==> config.mk <==
export PLATFORM = sky130hd
export DESIGN_NAME = acc_sequencer
export DESIGN_NICKNAME = d
export VERILOG_FILES = /design/src/rtl/acc_sequencer.sv
export SDC_FILE = /design/constraint.sdc
export NUM_CORES = 1
export LEC_CHECK = 0
export ABC_AREA = 0
export CAP_MARGIN = 20
export CORE_ASPECT_RATIO = 0.9
export CORE_UTILIZATION = 45
export DETAILED_ROUTE_END_ITERATION = 8
export GPL_TIMING_DRIVEN = 0
export HOLD_SLACK_MARGIN = 0.08
export PLACE_DENSITY = 0.89
export SLEW_MARGIN = 30
export SYNTH_ARGS = -nofsm -noshare
export SYNTH_HDL_FRONTEND = slang
export SYNTH_SLANG_ARGS = --single-unit
==> constraint.sdc <==
create_clock -name clk -period 11 [get_ports clk]
set_clock_uncertainty 0.2 [all_clocks]
set_input_delay 3.3 -clock clk [delete_from_list [all_inputs] [get_ports clk]]
set_output_delay 3.3 -clock clk [all_outputs]
set_load 0.02 [all_outputs]
==> src/rtl/acc_sequencer.sv <==
// rtl/acc_sequencer.sv - walks output pixels, streams PMEM psum reads through the SFU and emits ReLU results
// Optional ACC_SEQ_BASE_ADDR_EN adds a base_addr port sampled on start; otherwise the PMEM base is 0.
module acc_sequencer #(
    parameter int psum_bw  = 16,
    parameter int col      = 8,
    parameter int len_kij  = 9,
    parameter int len_onij = 16,
    parameter int addr_bw  = 11,
    parameter int sfu_lat  = 2
) (
    input  logic                                 clk,
    input  logic                                 reset,
    input  logic                                 start,
`ifdef ACC_SEQ_BASE_ADDR_EN
    input  logic [addr_bw-1:0]                   base_addr,
`endif
    output logic                                 busy,
    output logic                                 done,
    output logic                                 CEN_pmem,
    output logic                                 WEN_pmem,
    output logic [addr_bw-1:0]                   A_pmem,
    output logic                                 acc,
    output logic                                 acc_clr,
    input  logic [psum_bw*col-1:0]               sfp_out,
    output logic                                 out_valid,
    input  logic                                 out_ready,
    output logic [psum_bw*col-1:0]               out_data,
    output logic [$clog2(len_onij)-1:0]          out_idx
);

    localparam int JW = (len_kij > 1) ? $clog2(len_kij) : 1;
    localparam int OW = $clog2(len_onij);
    localparam int WW = (sfu_lat > 2) ? $clog2(sfu_lat - 1) : 1;
    localparam logic [JW-1:0] J_LAST = JW'(len_kij - 1);
    localparam logic [OW-1:0] O_LAST = OW'(len_onij - 1);
    localparam logic [WW-1:0] W_LAST = WW'((sfu_lat > 1) ? sfu_lat - 2 : 0);

    typedef enum logic [2:0] {
        S_IDLE, S_CLR, S_RD, S_TAIL, S_RELU, S_WAIT, S_CAPT, S_DONE
    } state_t;

    state_t            state, state_nxt;
    logic [JW-1:0]     j, j_nxt;
    logic [OW-1:0]     o, o_nxt;
    logic [WW-1:0]     w, w_nxt;
    logic [addr_bw-1:0] base_q;

    logic                    busy_d, done_d, cen_d, acc_d, clr_d, valid_d;
    logic [addr_bw-1:0]      addr_d;
    logic [psum_bw*col-1:0]  data_d;
    logic [OW-1:0]           idx_d;

`ifdef ACC_SEQ_BASE_ADDR_EN
    always_ff @(posedge clk or posedge reset) begin
        if (reset)
            base_q <= '0;
        else if (state == S_IDLE && start)
            base_q <= base_addr;
    end
`else
    assign base_q = '0;
`endif

    always_ff @(posedge clk or posedge reset) begin
        if (reset) begin
            state <= S_IDLE;
            j     <= '0;
            o     <= '0;
            w     <= '0;
        end else begin
            state <= state_nxt;
            j     <= j_nxt;
            o     <= o_nxt;
            w     <= w_nxt;
        end
    end

    always_comb begin
        state_nxt = state;
        j_nxt     = j;
        o_nxt     = o;
        w_nxt     = w;
        case (state)
            S_IDLE: if (start) begin
                state_nxt = S_CLR;
                o_nxt     = '0;
            end
            S_CLR: begin
                state_nxt = S_RD;
                j_nxt     = '0;
            end
            S_RD: begin
                if (j == J_LAST) state_nxt = S_TAIL;
                else             j_nxt     = j + 1'b1;
            end
            S_TAIL: state_nxt = S_RELU;
            S_RELU: begin
                w_nxt     = '0;
                state_nxt = (sfu_lat > 1) ? S_WAIT : S_CAPT;
            end
            S_WAIT: begin
                if (w == W_LAST) state_nxt = S_CAPT;
                else             w_nxt     = w + 1'b1;
            end
            S_CAPT: if (out_ready) begin
                if (o == O_LAST) begin
                    state_nxt = S_DONE;
                end else begin
                    o_nxt     = o + 1'b1;
                    state_nxt = S_CLR;
                end
            end
            S_DONE: state_nxt = S_IDLE;
            default: state_nxt = S_IDLE;
        endcase
    end

    // Outputs are decoded from the next state and registered, so they line up with the state they describe.
    always_comb begin
        busy_d  = (state_nxt != S_IDLE);
        done_d  = (state_nxt == S_DONE);
        cen_d   = (state_nxt != S_RD);
        acc_d   = (state_nxt == S_RD && j_nxt != '0) || (state_nxt == S_TAIL);
        clr_d   = (state_nxt == S_CLR);
        valid_d = (state_nxt == S_CAPT);
        addr_d  = A_pmem;
        if (state_nxt == S_RD)
            addr_d = base_q + addr_bw'(int'(j_nxt) * len_onij) + addr_bw'(o_nxt);
        data_d  = out_data;
        idx_d   = out_idx;
        if (state_nxt == S_CAPT && state != S_CAPT) begin
            data_d = sfp_out;
            idx_d  = o_nxt;
        end
    end

    always_ff @(posedge clk or posedge reset) begin
        if (reset) begin
            busy      <= 1'b0;
            done      <= 1'b0;
            CEN_pmem  <= 1'b1;
            A_pmem    <= '0;
            acc       <= 1'b0;
            acc_clr   <= 1'b0;
            out_valid <= 1'b0;
            out_data  <= '0;
            out_idx   <= '0;
        end else begin
            busy      <= busy_d;
            done      <= done_d;
            CEN_pmem  <= cen_d;
            A_pmem    <= addr_d;
            acc       <= acc_d;
            acc_clr   <= clr_d;
            out_valid <= valid_d;
            out_data  <= data_d;
            out_idx   <= idx_d;
        end
    end

    assign WEN_pmem = 1'b1;

endmodule

* Yosys cells after proc, flatten, opt, wreduce, memory -nomap -nowiden *
Index checks and enable logic that the tools add are counted.

storage, ports and cells
  input bits = 132
  register bits = 161

operators by class
  equal/unequal tests = 16
  muxes and demuxes = 14
  add/subtract/negate cells = 4
  reduce and logical (&&, ||, !) cells = 7

operator list
  kind                   number
  $pmux W3 S8            1
  $eq A3 B3 Y1 const B   6
  $mux W4                4
  $pmux W4 S2            2
  $mux W3                5
  $eq A3 B2 Y1 const B   4
  $add A8 B4 Y9          1
  $add A4 B1 Y4 const B  2
  $eq A4 B4 Y1 const B   2
  $eq A3 B1 Y1 const B   2
  $reduce_bool A4 Y1     1
  $logic_not A3 Y1       1
  $ne A3 B2 Y1 const B   1
  $ne A3 B3 Y1 const B   1
  $reduce_bool A3 Y1     1
  $logic_and A1 B1 Y1    2
  $pmux W1 S2            1
  $reduce_bool A2 Y1     1
  $add A1 B1 Y1 const B  1
  $logic_or A1 B1 Y1     1
  $mux W1                1

* Depth between registers and ports, before layout *
Gate-level depths: netlist of run 1.

  word-level depth = 7
  gate-level depth with buffers = 7

* Worst setup path before layout of run 1 *
No wires, ideal clock.

  path kind = input -> register
  start point = input start
  end point = register A_pmem[0]
  stages = 4
  buffers on the path = 0
  arrival = 4.323 ns
  path slack = 6.352 ns
  data required time = 10.675 ns
  setup time = 0.125 ns
  cell sequence = or3b_2 a21o_1 and2_1 mux2_2

between the ends
  longest elaborated chain between the ends = 3
  elaborated cells on any way between the ends = 6
  classes of those cells = add/sub (1); eq/ne (1); mux (4)

ends and longest elaborated chain
  item                                           line      RTL
  start, declared                                13        input logic start,
  $mux W4 or $mux W3 (tied branches)             84        S_IDLE: if (start) begin
  $pmux W4 S2 or $pmux W3 S8 (tied branches)     83        case (state)
  $add A8 B4 Y9 or $eq A3 B2 Y1 (tied branches)  128, 127
  end signal, assigned                           152       A_pmem <= addr_d;
  end, declared                                  21        output logic [addr_bw-1:0] A_pmem,

Parallel ways exist; a longest one is shown, timed or not.
A chain may end at the register's enable or synchronous reset.

* Worst setup path after layout of run 1 *
  start point = register CEN_pmem
  end point = output CEN_pmem

RTL lines
  item                    line  RTL
  start, declared         19    output logic CEN_pmem,
  start signal, assigned  151   CEN_pmem <= cen_d;

No word-level cell between the ends.

==> flow_summary.ini, run 1 <==
[run_status]
status = finished, final reports clean

[routing]
drt_first_pass_iters = 4
drt-initial-drc-count = 234
via_per_inst = 5.00
drc = 0
antenna_left = 0
finalWirelength_um = 15400
vias = 4473
wire_per_inst_um = 17.2

[timing]
max_slew.worst_pin.slew_ns = 0.533
slew_headroom = 0.643
min_period_ns = 5.03
setup_tns_ns = 0
drv_slew = 0
fmax_ghz = 0.199
fin_crit_sh = 0.457
hold_viol = 0
finalSetupViolations = 0
rsz0062_at_grt = no
worst_slack_ns = 5.97

[power_and_ir_drop]
power_density_nw_per_um2 = 310
switching_power_mw = 1.06
p_leak_nw = 4.19
power.internal_mw = 1.98
comb_power_share = 0.483
clkPwrFrac = 0.184
p_seq_frac = 0.333
fin_total_pwr_mw = 3.04
vdd_drop_max_mv = 0.193
swShare = 0.347

[floorplanning]
design.die.area_um2 = 14300
num_io_pins = 282
core_area_um2 = 13400
die_x_um = 126
start_util = 0.464
die_h_um = 114
std_cell_rows = 40

[clocking]
cts_buffers = 17
cts_setup_buffers = 0
cts.reportedPaths.clkPinSlew_ns = 0.06
cts_tree = done
ctsHoldBuffers = 0
cts_num_sinks = 157
root_buffer = clkbuf_16
clockBufferDepth = 2
h-tree-depth = 4
clk_latency_ns = 0.41
cts-resized-gates = 0

[worst_setup_path]
critPathSlowestCell = clkdlybuf4s50_1
r2r_end = out_data[32]
crit_fanout = 1
cpPeakStageDelay_ns = 0.61
endpoint_kind = primary output
crit_path_start_kind = flip-flop
r2r_slack_ns = 8.68
reg2reg_depth = 6
setup.worst_path.class = flip-flop to primary output
crit_buf_inv = 1
cp_cell_sequence = clkdlybuf4s50_1
critPathTopFamily = buffers and inverters
worst_ep_required_time_ns = 7.50
arrival_ns = 1.53
r2r-start = state[1]

[synth]
yosys_warnings = 0
seq_area_frac_synth = 0.631
synth_ff_type = dfrtp_1
synth.top_cell.area_share = 0.627
yosysTopAreaCell = dfrtp_1
synth_most_common_cell = dfrtp_1
syn_area_um2 = 6220
syn_inst = 415
synth_commonest_cells = dfrtp_1, mux2_2, buf_4
synth_cell_types = 48
synthArstFlopShare = 1.00
ys_seq_elements = 157
synth-edff-count = 0
avgSynthCellArea_um2 = 15.0
ys_top_cells_by_area = dfrtp_1, mux2_2, buf_4

[place]
gp_congestion = 0.944
place_ws_ns = 5.74
placed_area_um2 = 9250
port_buffers = 277
hpwl_um = 11500

[hold_path]
hp-class = flip-flop to flip-flop
hold_start = out_data[109]
hold_depth = 1
whs_endpoint = out_data[109]

[finish]
utilization = 0.732
area_growth_pct = 57.7
fillers = 852
final_area_um2 = 9810
diodes = 0
drive_above_1_share = 0.270
final_nets = 849

[global_routing]
grt_max_degree = 85
grt.overflow.total = 0
grt_busiest_layer = met2
grt_antenna_before_repair = 0
use_met1 = 0.243
grtUsageMet3 = 0.0685
use_met2 = 0.405
grt_pass1_vias = 4854
grt_pass1_wl_um = 24700
grt_use_total = 0.224

[flow_run]
max_cap_violations = 0
[sequential cells by signal, indices dropped and copies added, names as in the netlist]
name       flops
j              4
acc_clr        1
acc            1
out_data     128
CEN_pmem       1
A_pmem         8
done           1
o              4
out_valid      1
state          3
out_idx        4
busy           1
[layout make-up]
| class | instances | area, um^2 | share of cell area |
|---|---|---|---|
| clock buffers | 24 | 472 | 0.0481 |
| inverters | 7 | 33.8 | 0.00344 |
| flip-flops and latches | 157 | 3930 | 0.400 |
| multi-input cells | 228 | 2110 | 0.215 |
| repair buffers | 278 | 2800 | 0.285 |
| clock inverters | 8 | 92.6 | 0.00944 |
| plain buffers | 25 | 160 | 0.0163 |
| well taps | 168 | 210 | 0.0214 |
[stage by stage]
| step | hold slack [ns] | std cells |
|---|---|---|
| 2_1_floorplan | 0.285 | 417 |
| 3_3_place_gp | 0.286 | 862 |
| 3_5_place_dp | 0.291 | 863 |
| 4_1_cts | 0.304 | 895 |
| 5_1_grt | 0.308 | 895 |
| 6_report | 0.301 | 895 |
[layout by cell type, fill, tap and decap left out, drive strengths merged, types with 2 or more instances in the layout]
cell type / synthesis / final
clkdlybuf4s50: 0 / 277
dfrtp: 156 / 156
mux2: 136 / 136
clkbuf: 3 / 27
buf: 22 / 23
nand2: 12 / 12
o21ai: 11 / 11
a21oi: 9 / 9
nor2: 8 / 8
inv: 7 / 7
clkinv: 0 / 5
a32oi: 4 / 4
conb: 2 / 4
nor2b: 3 / 3
a21o: 3 / 3
ha: 3 / 3
and2b: 2 / 2
nand3: 2 / 2
and2: 2 / 2
nor3: 2 / 2
a31oi: 2 / 2
o31ai: 2 / 2
bufinv: 0 / 2
and3: 2 / 2
[power groups by stage]
| stage | Clock (mW) | Combinational, mW | Sequential [mW] |
|---|---|---|---|
| global placement | 0 | 1.44 | 0.998 |
| detailed placement | 0 | 1.47 | 1.02 |
| floorplan | 0 | 0.455 | 1.32 |
| CTS | 0.572 | 1.48 | 1.01 |
| finish | 0.559 | 1.47 | 1.01 |
| global route | 0.598 | 1.55 | 1.04 |
[cell families (layout without fill, tap and decap cells)]
| kind of cell | count (synthesis) | in the layout | share of synthesized area |
|---|---|---|---|
| flip-flops | 157 | 157 | 0.631 |
| buffers and inverters | 32 | 342 | 0.0300 |
| adder cells (fa/ha/maj) | 3 | 3 | 0.00603 |
| AND/OR/NAND/NOR | 42 | 42 | 0.0384 |
| other | 2 | 4 | 0.00121 |
| AO/OA/AOI/OAI | 42 | 42 | 0.0454 |
| multiplexers | 136 | 136 | 0.246 |
| XOR/XNOR | 1 | 1 | 0.00141 |
[routing by layer]
metal	vias up	routed length (um)
li1	2050	-
met1	2201	5730
met2	194	8150
met3	28	1150
met4	0	394
met5	-	0
[worst reg2reg max path, delay by kind of cell (launching register included)]
family | cells | cell delay, ns
DFF | 1 | 0.46
muxes | 1 | 0.36
and+or+nand+nor | 2 | 0.42
buffers and inverters | 3 | 0.76
[how the worst max path moves through the flow]
stage	startpoint	cells past startpoint	end	slack, ns
after floorplan	reset	1	A_pmem[0]	3.27
final	CEN_pmem	1	CEN_pmem	5.97
after CTS	CEN_pmem	1	CEN_pmem	5.94
after global placement	reset	2	out_data[102]	1.55
after detailed placement	start	5	out_idx[1]	5.74
after global routing	CEN_pmem	1	CEN_pmem	5.93
Note: power is estimated with default switching activity, not from simulation.
==> run 2: changes to the inputs <==
--- a/config.mk
+++ b/config.mk
@@ -8,11 +8,11 @@
 export ABC_AREA = 0
 export CAP_MARGIN = 20
 export CORE_ASPECT_RATIO = 0.9
-export CORE_UTILIZATION = 45
+export CORE_UTILIZATION = 38
 export DETAILED_ROUTE_END_ITERATION = 8
 export GPL_TIMING_DRIVEN = 0
 export HOLD_SLACK_MARGIN = 0.08
-export PLACE_DENSITY = 0.89
+export PLACE_DENSITY = 0.8
 export SLEW_MARGIN = 30
 export SYNTH_ARGS = -nofsm -noshare
 export SYNTH_HDL_FRONTEND = slang
==> constraint.sdc (replaced) <==
create_clock -name clk -period 4.1 [get_ports clk]
set_clock_uncertainty 0.2 [all_clocks]
set_input_delay 1.23 -clock clk [delete_from_list [all_inputs] [get_ports clk]]
set_output_delay 1.23 -clock clk [all_outputs]
set_load 0.02 [all_outputs]
==> run 2 against run 1 <==
Wire length rose by 2.6%. Non-clock buffer count rose by 4. Sequential power grew to 2.7 times the previous value. Register-to-register slack lost 6.9 ns. Critical path depth is the same. Worst hold slack hardly changed. Design area increased by 1.6%. Clock power rose to 2.8 times the previous value. Critical endpoint unchanged. Largest cell class unchanged.
==> flow_summary.ini, run 2 (synthesized netlist as in run 1, its figures left out) <==
[run_status]
status = finished, final reports clean

[worst_setup_path]
crit_buf_inv = 1
setup.worst_path.class = flip-flop to primary output
cp_cell_sequence = clkdlybuf4s50_1
cpPeakStageDelay_ns = 0.60
worst_ep_required_time_ns = 2.67
crit_path_start_kind = flip-flop
crit_fanout = 1
endpoint_kind = primary output
critPathTopFamily = buffers and inverters
arrival_ns = 1.54
critPathSlowestCell = clkdlybuf4s50_1

[global_routing]
use_met1 = 0.217
use_met2 = 0.310
grt_max_degree = 32
grt_antenna_before_repair = 0
grt_pass1_wl_um = 23800
grt.overflow.total = 0
grtUsageMet3 = 0.0783
grt_pass1_vias = 4718
grt_busiest_layer = met2
grt_use_total = 0.187

[power_and_ir_drop]
vdd_drop_max_mv = 0.539
p_leak_nw = 4.23
p_seq_frac = 0.329
comb_power_share = 0.479
power.internal_mw = 5.37
power_density_nw_per_um2 = 827
switching_power_mw = 2.88
swShare = 0.349
clkPwrFrac = 0.192

[timing]
rsz0062_at_grt = no
fin_crit_sh = 0.723
setup_tns_ns = 0
hold_slack_ns = 0.301
finalSetupViolations = 0
worst_slack_ns = 1.13
hold_viol = 0
slew_headroom = 0.609
max_slew.worst_pin.slew_ns = 0.586
drv_slew = 0
min_period_ns = 2.97
fmax_ghz = 0.337

[floorplanning]
num_io_pins = 282
std_cell_rows = 44
core_area_um2 = 16100
start_util = 0.387
design.die.area_um2 = 16900
die_h_um = 123
die_x_um = 137

[finish]
regMostFlops = out_data
utilization = 0.620
final_area_um2 = 9970
final_nets = 853
top_regs = out_data: 128 flops, A_pmem: 8 flops
final_cell_mix = clkdlybuf4s50_1, dfrtp_1, mux2_2, clkbuf_16, buf_4
drive_above_1_share = 0.278
area_growth_pct = 60.2
largest_reg_flops = 128
diodes = 0
layout_commonest_cell = clkdlybuf4s50_1

[place]
place_ws_ns = 0.871
hpwl_um = 11700
port_buffers = 277
gp_congestion = 0.867
placed_area_um2 = 9370

[clocking]
clockBufferDepth = 2
cts_setup_buffers = 0
cts_tree = done
clk_latency_ns = 0.42
ctsHoldBuffers = 0
cts.reportedPaths.clkPinSlew_ns = 0.06
cts_buffers = 17
cts_num_sinks = 157
h-tree-depth = 4
cts-resized-gates = 0
root_buffer = clkbuf_16

[routing]
drt-initial-drc-count = 148
via_per_inst = 4.82
vias = 4524
wire_per_inst_um = 16.9
antenna_left = 0
drt_first_pass_iters = 4
finalWirelength_um = 15800
drc = 0

[flow_run]
max_cap_violations = 0

[hold_path]
hp-class = flip-flop to flip-flop
[run 2: changes by cell type in the layout (fill, tap and decap cells not counted), sizes merged]
| cell | before | now |
|---|---|---|
| clkbuf | 27 | 26 |
| buf | 23 | 27 |
| clkinvlp | 1 | 4 |
| inv | 7 | 6 |
| clkinv | 5 | 4 |
[run 2: final cells by class]
cell class              count  area (um^2)
fillers                  1194         6100
flip-flops and latches    157         3930
repair buffers            282         2880
multi-input cells         228         2110
clock buffers              23          488
well taps                 207          259
plain buffers              25          160
clock inverters             9          110
inverters                   7         30.0
[run 2: worst paths after layout]
check / from / endpoint / slack (ns) / depth (start not counted)
setup / recovery: CEN_pmem / CEN_pmem / 1.13 / 1
min in group asynchronous: reset / out_data[52] / 1.03 / 2
max in group asynchronous: reset / out_idx[3] / 1.75 / 5
hold reg to reg: out_data[10] / out_data[10] / 0.30 / 1
setup reg to reg: j[0] / acc / 1.75 / 6
hold / removal: out_data[10] / out_data[10] / 0.30 / 1
[run 2: through the flow]
step,total power [mW],std cells
final,8.25,938
after CTS,8.32,938
after detailed placement,6.70,906
after global routing,8.68,938
after global placement,6.57,901
after floorplan,4.77,417
[run 2: power groups by stage]
stage	clock network, mW	logic (mW)	registers (mW)
floorplan	0	1.22	3.55
global route	1.67	4.20	2.81
finish	1.58	3.95	2.71
global placement	0	3.88	2.69
detailed placement	0	3.97	2.73
CTS	1.62	3.99	2.72
[run 2: layer usage]
layer,vias to the layer above,routed length [um],part of all wire
met1,2250,6150,0.39
li1,2068,-,-
met2,188,7990,0.50
met4,0,207,0.013
met3,18,1480,0.093
met5,-,0,0
[run 2: worst reg2reg max path, cell delays in order, from the launching register on]
cell and delay (ns):
dfrtp_1 0.47, inv_1 0.10, ha_1 0.29, and4bb_2 0.21, a211o_1 0.31, a2111o_1 0.40
o31a_1 0.24
==> run 3: changes to the inputs <==
--- a/config.mk
+++ b/config.mk
@@ -8,11 +8,11 @@
 export ABC_AREA = 0
 export CAP_MARGIN = 20
 export CORE_ASPECT_RATIO = 0.9
-export CORE_UTILIZATION = 38
+export CORE_UTILIZATION = 42
 export DETAILED_ROUTE_END_ITERATION = 8
 export GPL_TIMING_DRIVEN = 0
 export HOLD_SLACK_MARGIN = 0.08
-export PLACE_DENSITY = 0.8
+export PLACE_DENSITY = 0.84
 export SLEW_MARGIN = 30
 export SYNTH_ARGS = -nofsm -noshare
 export SYNTH_HDL_FRONTEND = slang
==> constraint.sdc (replaced) <==
create_clock -name clk -period 2.9 [get_ports clk]
set_clock_uncertainty 0.2 [all_clocks]
set_input_delay 0.87 -clock clk [delete_from_list [all_inputs] [get_ports clk]]
set_output_delay 0.87 -clock clk [all_outputs]
set_load 0.02 [all_outputs]
==> run 3 against run 2 <==
Worst hold slack better by 0.00092 ns. Clock power up 33%. Critical path depth unchanged. Setup slack worse by 0.84 ns. Wire length up 4.6%. Design area down 0.33%. Power up 40%. Non-clock buffer count up 1. Cell count down 1.5%. Via count up 1.9%. Register-to-register slack worse by 1.3 ns. Utilization up 7.7 points.
==> flow_summary.ini, run 3 (synthesized netlist as in run 1, its figures left out) <==
[timing]
min_period_ns = 2.61
slew_headroom = 0.624
hold_slack_ns = 0.302
setup_tns_ns = 0
fin_crit_sh = 0.899
hold_viol = 0
rsz0062_at_grt = no
worst_slack_ns = 0.292
max_slew.worst_pin.slew_ns = 0.561
fmax_ghz = 0.383
drv_slew = 0
finalSetupViolations = 0

[clocking]
cts_num_sinks = 157
cts_buffers = 17
cts_tree = done
clockBufferDepth = 2
cts-resized-gates = 0
clk_latency_ns = 0.42
ctsHoldBuffers = 0
root_buffer = clkbuf_16
cts_setup_buffers = 0
h-tree-depth = 4
cts.reportedPaths.clkPinSlew_ns = 0.06

[finish]
area_growth_pct = 59.7
diodes = 0
layout_commonest_cell = clkdlybuf4s50_1
final_cell_mix = clkdlybuf4s50_1, dfrtp_1, mux2_2, clkbuf_16, buf_4
fin_cells = 924
drive_above_1_share = 0.275
largest_reg_flops = 128
utilization = 0.697
top_regs = out_data: 128 flops, A_pmem: 8 flops
final_area_um2 = 9940
final_nets = 854
fillers = 1024
regMostFlops = out_data

[power_and_ir_drop]
p_leak_nw = 4.22
power_density_nw_per_um2 = 1160
fin_total_pwr_mw = 11.6
vdd_drop_max_mv = 0.769

[worst_setup_path]
critPathTopFamily = buffers and inverters
crit_buf_inv = 1
crit_fanout = 1
crit_path_start_kind = flip-flop
worst_ep_required_time_ns = 1.83
endpoint_kind = primary output
arrival_ns = 1.54
critPathSlowestCell = clkdlybuf4s50_1
setup.worst_path.class = flip-flop to primary output
cpPeakStageDelay_ns = 0.61
cp_cell_sequence = clkdlybuf4s50_1

[floorplanning]
core_area_um2 = 14300
die_x_um = 130
num_io_pins = 282
die_h_um = 117
design.die.area_um2 = 15300
start_util = 0.436
std_cell_rows = 41

[place]
place_ws_ns = 0.0158
hpwl_um = 12400
port_buffers = 277
gp_congestion = 0.880
placed_area_um2 = 9380
dp.cells = 893

[routing]
drt_first_pass_iters = 4
wire_per_inst_um = 17.9
antenna_left = 0
finalWirelength_um = 16600
drc = 0
vias = 4608
via_per_inst = 4.99
drt-initial-drc-count = 253

[global_routing]
grt_use_total = 0.229
grt_pass1_vias = 5073
grt_max_degree = 31
grt_antenna_before_repair = 0
grt_pass1_wl_um = 26300
grt.overflow.total = 0

[hold_path]
hp-class = flip-flop to flip-flop

[run_status]
status = finished, final reports clean

[flow_run]
max_cap_violations = 0
==> run 3: cell count changes in the layout (fill, tap and decap cells not counted), sizes merged <==
cell,delta
clkinvlp,-1
clkinv,-1
bufinv,-1
clkbuf,+2
buf,+1
==> run 3: worst paths after layout <==
check,to,depth (start not counted),from,slack [ns]
worst max-delay path,CEN_pmem,1,CEN_pmem,0.29
worst min-delay path,out_data[90],1,out_data[90],0.30
worst max register to register,out_data[21],6,state[1],0.50
worst min register to register,out_data[90],1,out_data[90],0.30
max in group asynchronous,out_data[110],5,reset,1.03
min in group asynchronous,out_data[93],2,reset,0.61
==> run 3: area by class of cell <==
cell class	instances	area [um^2]	share of cell area
plain buffers	25	160	0.0161
clock buffers	25	495	0.0498
clock inverters	6	60.1	0.00604
inverters	7	30.0	0.00302
multi-input cells	228	2110	0.213
flip-flops and latches	157	3930	0.395
well taps	193	241	0.0243
repair buffers	283	2910	0.293
==> run 3: where the power goes <==
group	internal [mW]	switching (mW)
clock network	1.26	0.832
registers	3.26	0.580
logic	2.98	2.65
==> run 3: metal layers <==
| metal | global-route usage | routed length, um |
|---|---|---|
| met1 | 0.250 | 6080 |
| met2 | 0.397 | 8730 |
| met3 | 0.0827 | 1380 |
| met5 | 0 | 0 |
| met4 | 0.0908 | 370 |
==> run 3: worst reg2reg max path, stage by stage (launching register included) <==
cell and delay (ns):
dfrtp_1 0.47, and2b_2 0.24, clkbuf_2 0.17, nand2_1 0.23, buf_2 0.33, buf_4 0.28
mux2_2 0.36
